### config.mk
export PLATFORM = sky130hd
export DESIGN_NAME = seg_scan_ctrl
export DESIGN_NICKNAME = d
export VERILOG_FILES = /design/src/rtl/seg_scan_pkg.sv /design/src/rtl/seg_scan_ctrl_prescaler.sv /design/src/rtl/seg_scan_ctrl.sv
export SDC_FILE = /design/constraint.sdc
export NUM_CORES = 1
export LEC_CHECK = 0
export CAP_MARGIN = 20
export CORE_MARGIN = 1.5
export CORE_UTILIZATION = 54
export DETAILED_ROUTE_END_ITERATION = 8
export PLACE_DENSITY = 0.78
export REMOVE_ABC_BUFFERS = 1
export SETUP_SLACK_MARGIN = 0.15
export SYNTH_ARGS = -nofsm -noshare
export SYNTH_HDL_FRONTEND = slang
export SYNTH_SLANG_ARGS = --single-unit
### constraint.sdc
create_clock -name clk -period 2.05 [get_ports clk]
set_input_delay 0.3075 -clock clk [delete_from_list [all_inputs] [get_ports clk]]
set_output_delay 0.3075 -clock clk [all_outputs]
set_load 0.02 [all_outputs]
### src/rtl/seg_scan_pkg.sv
// rtl/seg_scan_pkg.sv - shared widths and brightness window helper for the seven-segment scan controller
package seg_scan_pkg;

  localparam int DIGIT_W    = 3;
  localparam int DIGITS_DEF = 8;
  localparam int IDX_W      = $clog2(DIGITS_DEF);

  // Lit cycles per slot for a 3-bit brightness level; level 7 yields the whole span.
  function automatic int on_window(input int span, input logic [2:0] bright);
    return (span * (int'(bright) + 1)) / 8;
  endfunction

endpackage

### src/rtl/seg_scan_ctrl_prescaler.sv
// rtl/seg_scan_ctrl_prescaler.sv - slot prescaler: counts 0..DIV-1 while enabled, synchronous clear
module scan_prescaler #(
  parameter int DIV = 1000,
  localparam int CW = (DIV > 1) ? $clog2(DIV) : 1
) (
  input  logic          clk,
  input  logic          rst_n,
  input  logic          en,
  input  logic          clr,
  output logic [CW-1:0] count,
  output logic          slot_end
);

  logic [CW-1:0] cnt_q, cnt_d;

  assign slot_end = en && !clr && (cnt_q == CW'(DIV - 1));
  assign count    = cnt_q;

  always_comb begin
    cnt_d = cnt_q;
    if (clr) begin
      cnt_d = '0;
    end else if (en) begin
      cnt_d = slot_end ? '0 : cnt_q + CW'(1);
    end
  end

  always_ff @(posedge clk or negedge rst_n) begin
    if (!rst_n) begin
      cnt_q <= '0;
    end else begin
      cnt_q <= cnt_d;
    end
  end

endmodule

### src/rtl/seg_scan_ctrl.sv
// rtl/seg_scan_ctrl.sv - multiplexed 7-seg digit scanner with double-buffered frame load
// Optional SEG_SCAN_BRIGHT_EN adds a bright[2:0] input that trims the lit window per slot.
module seg_scan_ctrl
  import seg_scan_pkg::*;
#(
  parameter int DIGITS    = DIGITS_DEF,
  parameter int SCAN_DIV  = 1000,
  parameter int BLANK_CYC = 4
) (
  input  logic                      clk,
  input  logic                      reset,
  input  logic                      enable,
`ifdef SEG_SCAN_BRIGHT_EN
  input  logic [2:0]                bright,
`endif
  input  logic                      load_valid,
  output logic                      load_ready,
  input  logic [DIGIT_W*DIGITS-1:0] load_data,
  output logic [DIGIT_W-1:0]        sel_code,
  output logic [DIGITS-1:0]         den,
  output logic                      frame_tick
);

  localparam int IW = (DIGITS > 1) ? $clog2(DIGITS) : 1;
  localparam int CW = (SCAN_DIV > 1) ? $clog2(SCAN_DIV) : 1;
  localparam logic [CW-1:0]     BLANK_C = CW'(BLANK_CYC);
  localparam logic [DIGITS-1:0] DEN_ONE = DIGITS'(1);

  logic [CW-1:0]             presc;
  logic                      slot_end;
  logic                      wrap;
  logic                      in_on;
  logic [IW-1:0]             idx_q, idx_d;
  logic [DIGIT_W*DIGITS-1:0] active_q, active_d;
  logic [DIGIT_W*DIGITS-1:0] pend_q, pend_d;
  logic                      pend_vld_q, pend_vld_d;
  logic                      ready_q;
  logic [DIGITS-1:0]         den_q, den_d;
  logic [DIGIT_W-1:0]        sel_q, sel_d;
  logic                      tick_q, tick_d;
`ifdef SEG_SCAN_BRIGHT_EN
  logic [CW-1:0]             on_q, on_d;
`endif

  scan_prescaler #(.DIV(SCAN_DIV)) u_presc (
    .clk      (clk),
    .rst_n    (reset),
    .en       (enable),
    .clr      (!enable),
    .count    (presc),
    .slot_end (slot_end)
  );

  assign wrap = slot_end && (idx_q == IW'(DIGITS - 1));

  always_comb begin
    idx_d      = idx_q;
    active_d   = active_q;
    pend_d     = pend_q;
    pend_vld_d = pend_vld_q;
    tick_d     = wrap;

    if (!enable) begin
      idx_d = '0;
    end else if (slot_end) begin
      idx_d = wrap ? '0 : idx_q + IW'(1);
    end

    // Promote only at a frame boundary, or at once while the display is dark.
    if (pend_vld_q && (wrap || !enable)) begin
      active_d   = pend_q;
      pend_vld_d = 1'b0;
    end
    if (load_valid && ready_q) begin
      pend_d     = load_data;
      pend_vld_d = 1'b1;
    end

`ifdef SEG_SCAN_BRIGHT_EN
    on_d  = (presc == '0) ? CW'(on_window(SCAN_DIV - BLANK_CYC, bright)) : on_q;
    in_on = (presc >= BLANK_C) && (int'(presc) < BLANK_CYC + int'(on_d));
`else
    in_on = (presc >= BLANK_C);
`endif

    den_d = (enable && in_on) ? (DEN_ONE << idx_q) : '0;
    sel_d = active_q[DIGIT_W*int'(idx_q) +: DIGIT_W];
  end

  always_ff @(posedge clk or negedge reset) begin
    if (!reset) begin
      idx_q      <= '0;
      active_q   <= '0;
      pend_q     <= '0;
      pend_vld_q <= 1'b0;
      ready_q    <= 1'b1;
      den_q      <= '0;
      sel_q      <= '0;
      tick_q     <= 1'b0;
`ifdef SEG_SCAN_BRIGHT_EN
      on_q       <= '0;
`endif
    end else begin
      idx_q      <= idx_d;
      active_q   <= active_d;
      pend_q     <= pend_d;
      pend_vld_q <= pend_vld_d;
      ready_q    <= !pend_vld_d;
      den_q      <= den_d;
      sel_q      <= sel_d;
      tick_q     <= tick_d;
`ifdef SEG_SCAN_BRIGHT_EN
      on_q       <= on_d;
`endif
    end
  end

  assign load_ready = ready_q;
  assign den        = den_q;
  assign sel_code   = sel_q;
  assign frame_tick = tick_q;

endmodule

==> results_dict.tcl, run 1 <==
set metrics [dict create \
    boundary_pin_count 41 \
    hold-worst-slack_ns 0.4945 \
    ys.flop_type "dfrtp_1" \
    finalCoreUtilization_pct 73.23 \
    fin_nets 328 \
    synth_largest_type_area_fraction_pct 58.27 \
    worst_path_cell_trace "ha_4 > and3_4 > nand4_4 > a21boi_4 > clkbuf_16 > mux2_2" \
    syn_area_per_cell_sq_um 13.94 \
    timing.setup.critical_path_class "flip-flop to flip-flop" \
    placeableCoreArea_sq_mm 0.005608 \
    synthDominantAreaCellType "dfrtp_1" \
    final.setup.worst_slack_ns 0.2078 \
    syn-cell-area_sq_mm 0.003178 \
    first_global_vias 2021 \
    async_flop_share_pct 100.0 \
    grt_pass1_wl_um 9466 \
    cell_internal_pwr_w 0.003021 \
    flow.area_growth_from_synthesis_pct 29.21 \
    placement.setup.worst_slack_ns 0.07128 \
    number_of_antenna_violations_at_the_first_check_in_global_routing 0 \
    path_buf_inv 1 \
    initial_core_utilization_pct 56.67 \
    power-per-cell-area_mw_per_mm2 977.5 \
    synth-edff-count 0 \
    clock_insertion_delay_worst_skew_ns 0.35 \
    fp-row-count 27 \
    yosysWarnings 0 \
    hold_class "flip-flop to flip-flop" \
    tritoncts.num_buffers 9 \
    htreeDepth 3 \
    fin_tns_setup_ns 0 \
    seq_area_frac_synth_pct 59.09 \
    yosys.cell_types.count 33 \
    numPlacedInstances 340 \
    result_of_the_run "finished clean" \
    layoutNonFillerInstCount 369 \
    global_route.usage.total_pct 20.21 \
    setup_viol 0 \
    layout_min_cycle_time_ns 1.842 \
    die_width_um 79.72 \
    slew_headroom_pct 74.21 \
    critical_path.startpoint_type "flip-flop" \
    vdd_ir_drop_max_uv 661.9 \
    final_setup_skew_ns 0.009595 \
    timing.final.hold_violations 0 \
    synthesis.instances 228 \
    overflow 0 \
    vias_per_cell 5.420 \
    drt.antenna.violating_nets 0 \
    hpwl_um 3627 \
    critPathArrivalTime_ns 2.08 \
    fmax_ghz 0.5428 \
    cts_buffer_depth 2 \
    number_of_port_buffers 40 \
    synth.most_common_cell "dfrtp_1" \
    combinationalPowerShare_pct 18.1 \
    timing.critical_path.slowest_stage_cell "dfrtp_2" \
    timing.critical_path.to_type "flip-flop" \
    num_vias 2000 \
    power_leakage_nw 1.784 \
    die_height_um 79.72 \
    drc 0 \
    drive_gt1_share_pct 31.99 \
    cp.required_ns 2.29 \
    switching_share_pct 24.74 \
    timing_worst_slew_pin_value_ns 0.3868 \
    largest_fanout_of_any_net_on_the_critical_path 6 \
    detail_route.wirelength_um 5711 \
    clock_tree_from_tritoncts "done" \
    timing.critical_path.max_delay_family "flip-flops" \
    root_buffer "clkbuf_8" \
    grt_start_max_net_pins 76 \
    diodes 0 \
    critPathMaxStageDelay_ns 0.41 \
    synth_cell_count_leaders "74 x dfrtp_1, 42 x mux2_2, 17 x nand2_1" \
    period_share_pct 89.86 \
    share_clk_of_total_power_pct 31.8 \
    place.gp.congestion 0.8140 \
    power.switching_w 0.0009932 \
    unrepaired_setup_endpoints_after_global_routing "false" \
    routed_wire_length_per_instance_um 15.48 \
    detailedRoute.firstIterationViolations 148 \
    drv_cap 0 \
    ys_seq_elements 75 \
    pwr-share-seq_pct 50.0 \
    design.die.area_sq_mm 0.006354 \
    ys_top_cells_by_area "dfrtp_1 58%, mux2_2 15%, mux4_2 4.3%, ha_1 3.1%, mux2_1 2.1%" \
    detailedRoute.firstPassIterationCount 4 \
    final_number_of_max_transition_violations 0 \
    clk_pin_slew_worst_paths_ns 0.08 \
    clock-sinks 75 \
]
[power groups by stage]
stage | Combinational (W) | Sequential (W) | Clock (W)
after global placement | 0.000671 | 0.00202 | 0
after CTS | 0.000709 | 0.00201 | 0.00131
after global routing | 0.000788 | 0.00205 | 0.00138
after floorplan | 0.000434 | 0.00200 | 0
final | 0.000728 | 0.00201 | 0.00128
after detailed placement | 0.000700 | 0.00204 | 0
[repair_timing]
item | in CTS | in global routing
hold endpoints to repair | 73 | 0
cloned | 0 | 3
gates resized for setup | 2 | 9
hold buffers | 1 | 0
endpoints found under the setup margin | 24 | 24
pin swaps | 0 | 4
setup buffers | 1 | 8
[final timing paths]
check | to | slack [ns] | start | depth (start not counted)
setup / recovery | active_q[14] | 0.21 | u_presc.count[1] | 6
hold / removal | active_q[22] | 0.49 | active_q[22] | 1
setup reg to reg | active_q[14] | 0.21 | u_presc.count[1] | 6
hold reg to reg | active_q[22] | 0.49 | active_q[22] | 1
max in group asynchronous | load_ready | 1.23 | reset | 3
min in group asynchronous | u_presc.count[6] | 0.50 | reset | 3
[flip-flops by register name, summed over array words and instances, names as in the netlist]
name / cells
load_ready: 1
frame_tick: 1
pend_vld_q: 1
active_q: 24
pend_q: 24
sel_code: 3
den: 8
idx_q: 3
u_presc.count: 10
[cell families after synthesis]
group                    Yosys count  share of synthesized area, %
flip-flops                        75                         59.09
multiplexers                      54                         21.26
AO/OA/AOI/OAI                     10                         2.362
XOR/XNOR                           5                         1.378
buffers and inverters             14                         2.283
AND/OR/NAND/NOR                   62                         10.47
adder cells (fa/ha/maj)            8                         3.150
[through the flow]
stage,instance area (sq um),power (W)
floorplan,3128,0.002439
detailed placement,3699,0.002738
global route,4106,0.004220
global placement,3699,0.002688
finish,4106,0.004014
CTS,3948,0.004029
[final cells by class]
cell class                      count  area (sq um)
Clock buffer                       11         141.4
Clock inverter                      5         85.08
Fill cell                         408          1501
Inverter                            6         22.52
Multi-Input combinational cell    139          1267
Sequential cell                    75          1881
Tap cell                           72         90.09
Timing Repair Buffer               61         619.3
[per-layer routing]
layer,vias to the layer above,global-route usage [%],wire (um)
li1,922,-,-
met1,1023,25.06,2501
met2,45,32.46,2902
met3,10,4.686,178
met4,0,11.58,128
met5,-,0,0
[placed cells by master, fill, tap and decap left out, types with 2 or more instances in the layout]
master / n
dfrtp_1: 72
mux2_2: 42
clkdlybuf4s50_1: 39
nand2_1: 17
buf_4: 15
nand3_1: 10
nor2_1: 10
clkbuf_8: 10
and2_1: 8
inv_1: 6
mux4_2: 6
mux2_1: 6
and3_1: 5
ha_1: 5
o21ai_0: 3
xor2_1: 3
or3_1: 2
a21oi_1: 2
nand3b_1: 2
xnor2_1: 2
ha_4: 2
bufinv_16: 2
clkbuf_16: 2
buf_12: 2
dfrtp_2: 2
Note: power is estimated with default switching activity, not from simulation.
==> run 2, diff against run 1 <==
--- a/config.mk
+++ b/config.mk
@@ -9,6 +9,7 @@
 export CORE_MARGIN = 1.5
 export CORE_UTILIZATION = 54
 export DETAILED_ROUTE_END_ITERATION = 8
+export GPL_ROUTABILITY_DRIVEN = 1
 export PLACE_DENSITY = 0.78
 export REMOVE_ABC_BUFFERS = 1
 export SETUP_SLACK_MARGIN = 0.15
==> results of run 2 <==
Same layout as run 1: the final DEF is identical, and so are final timing and power.
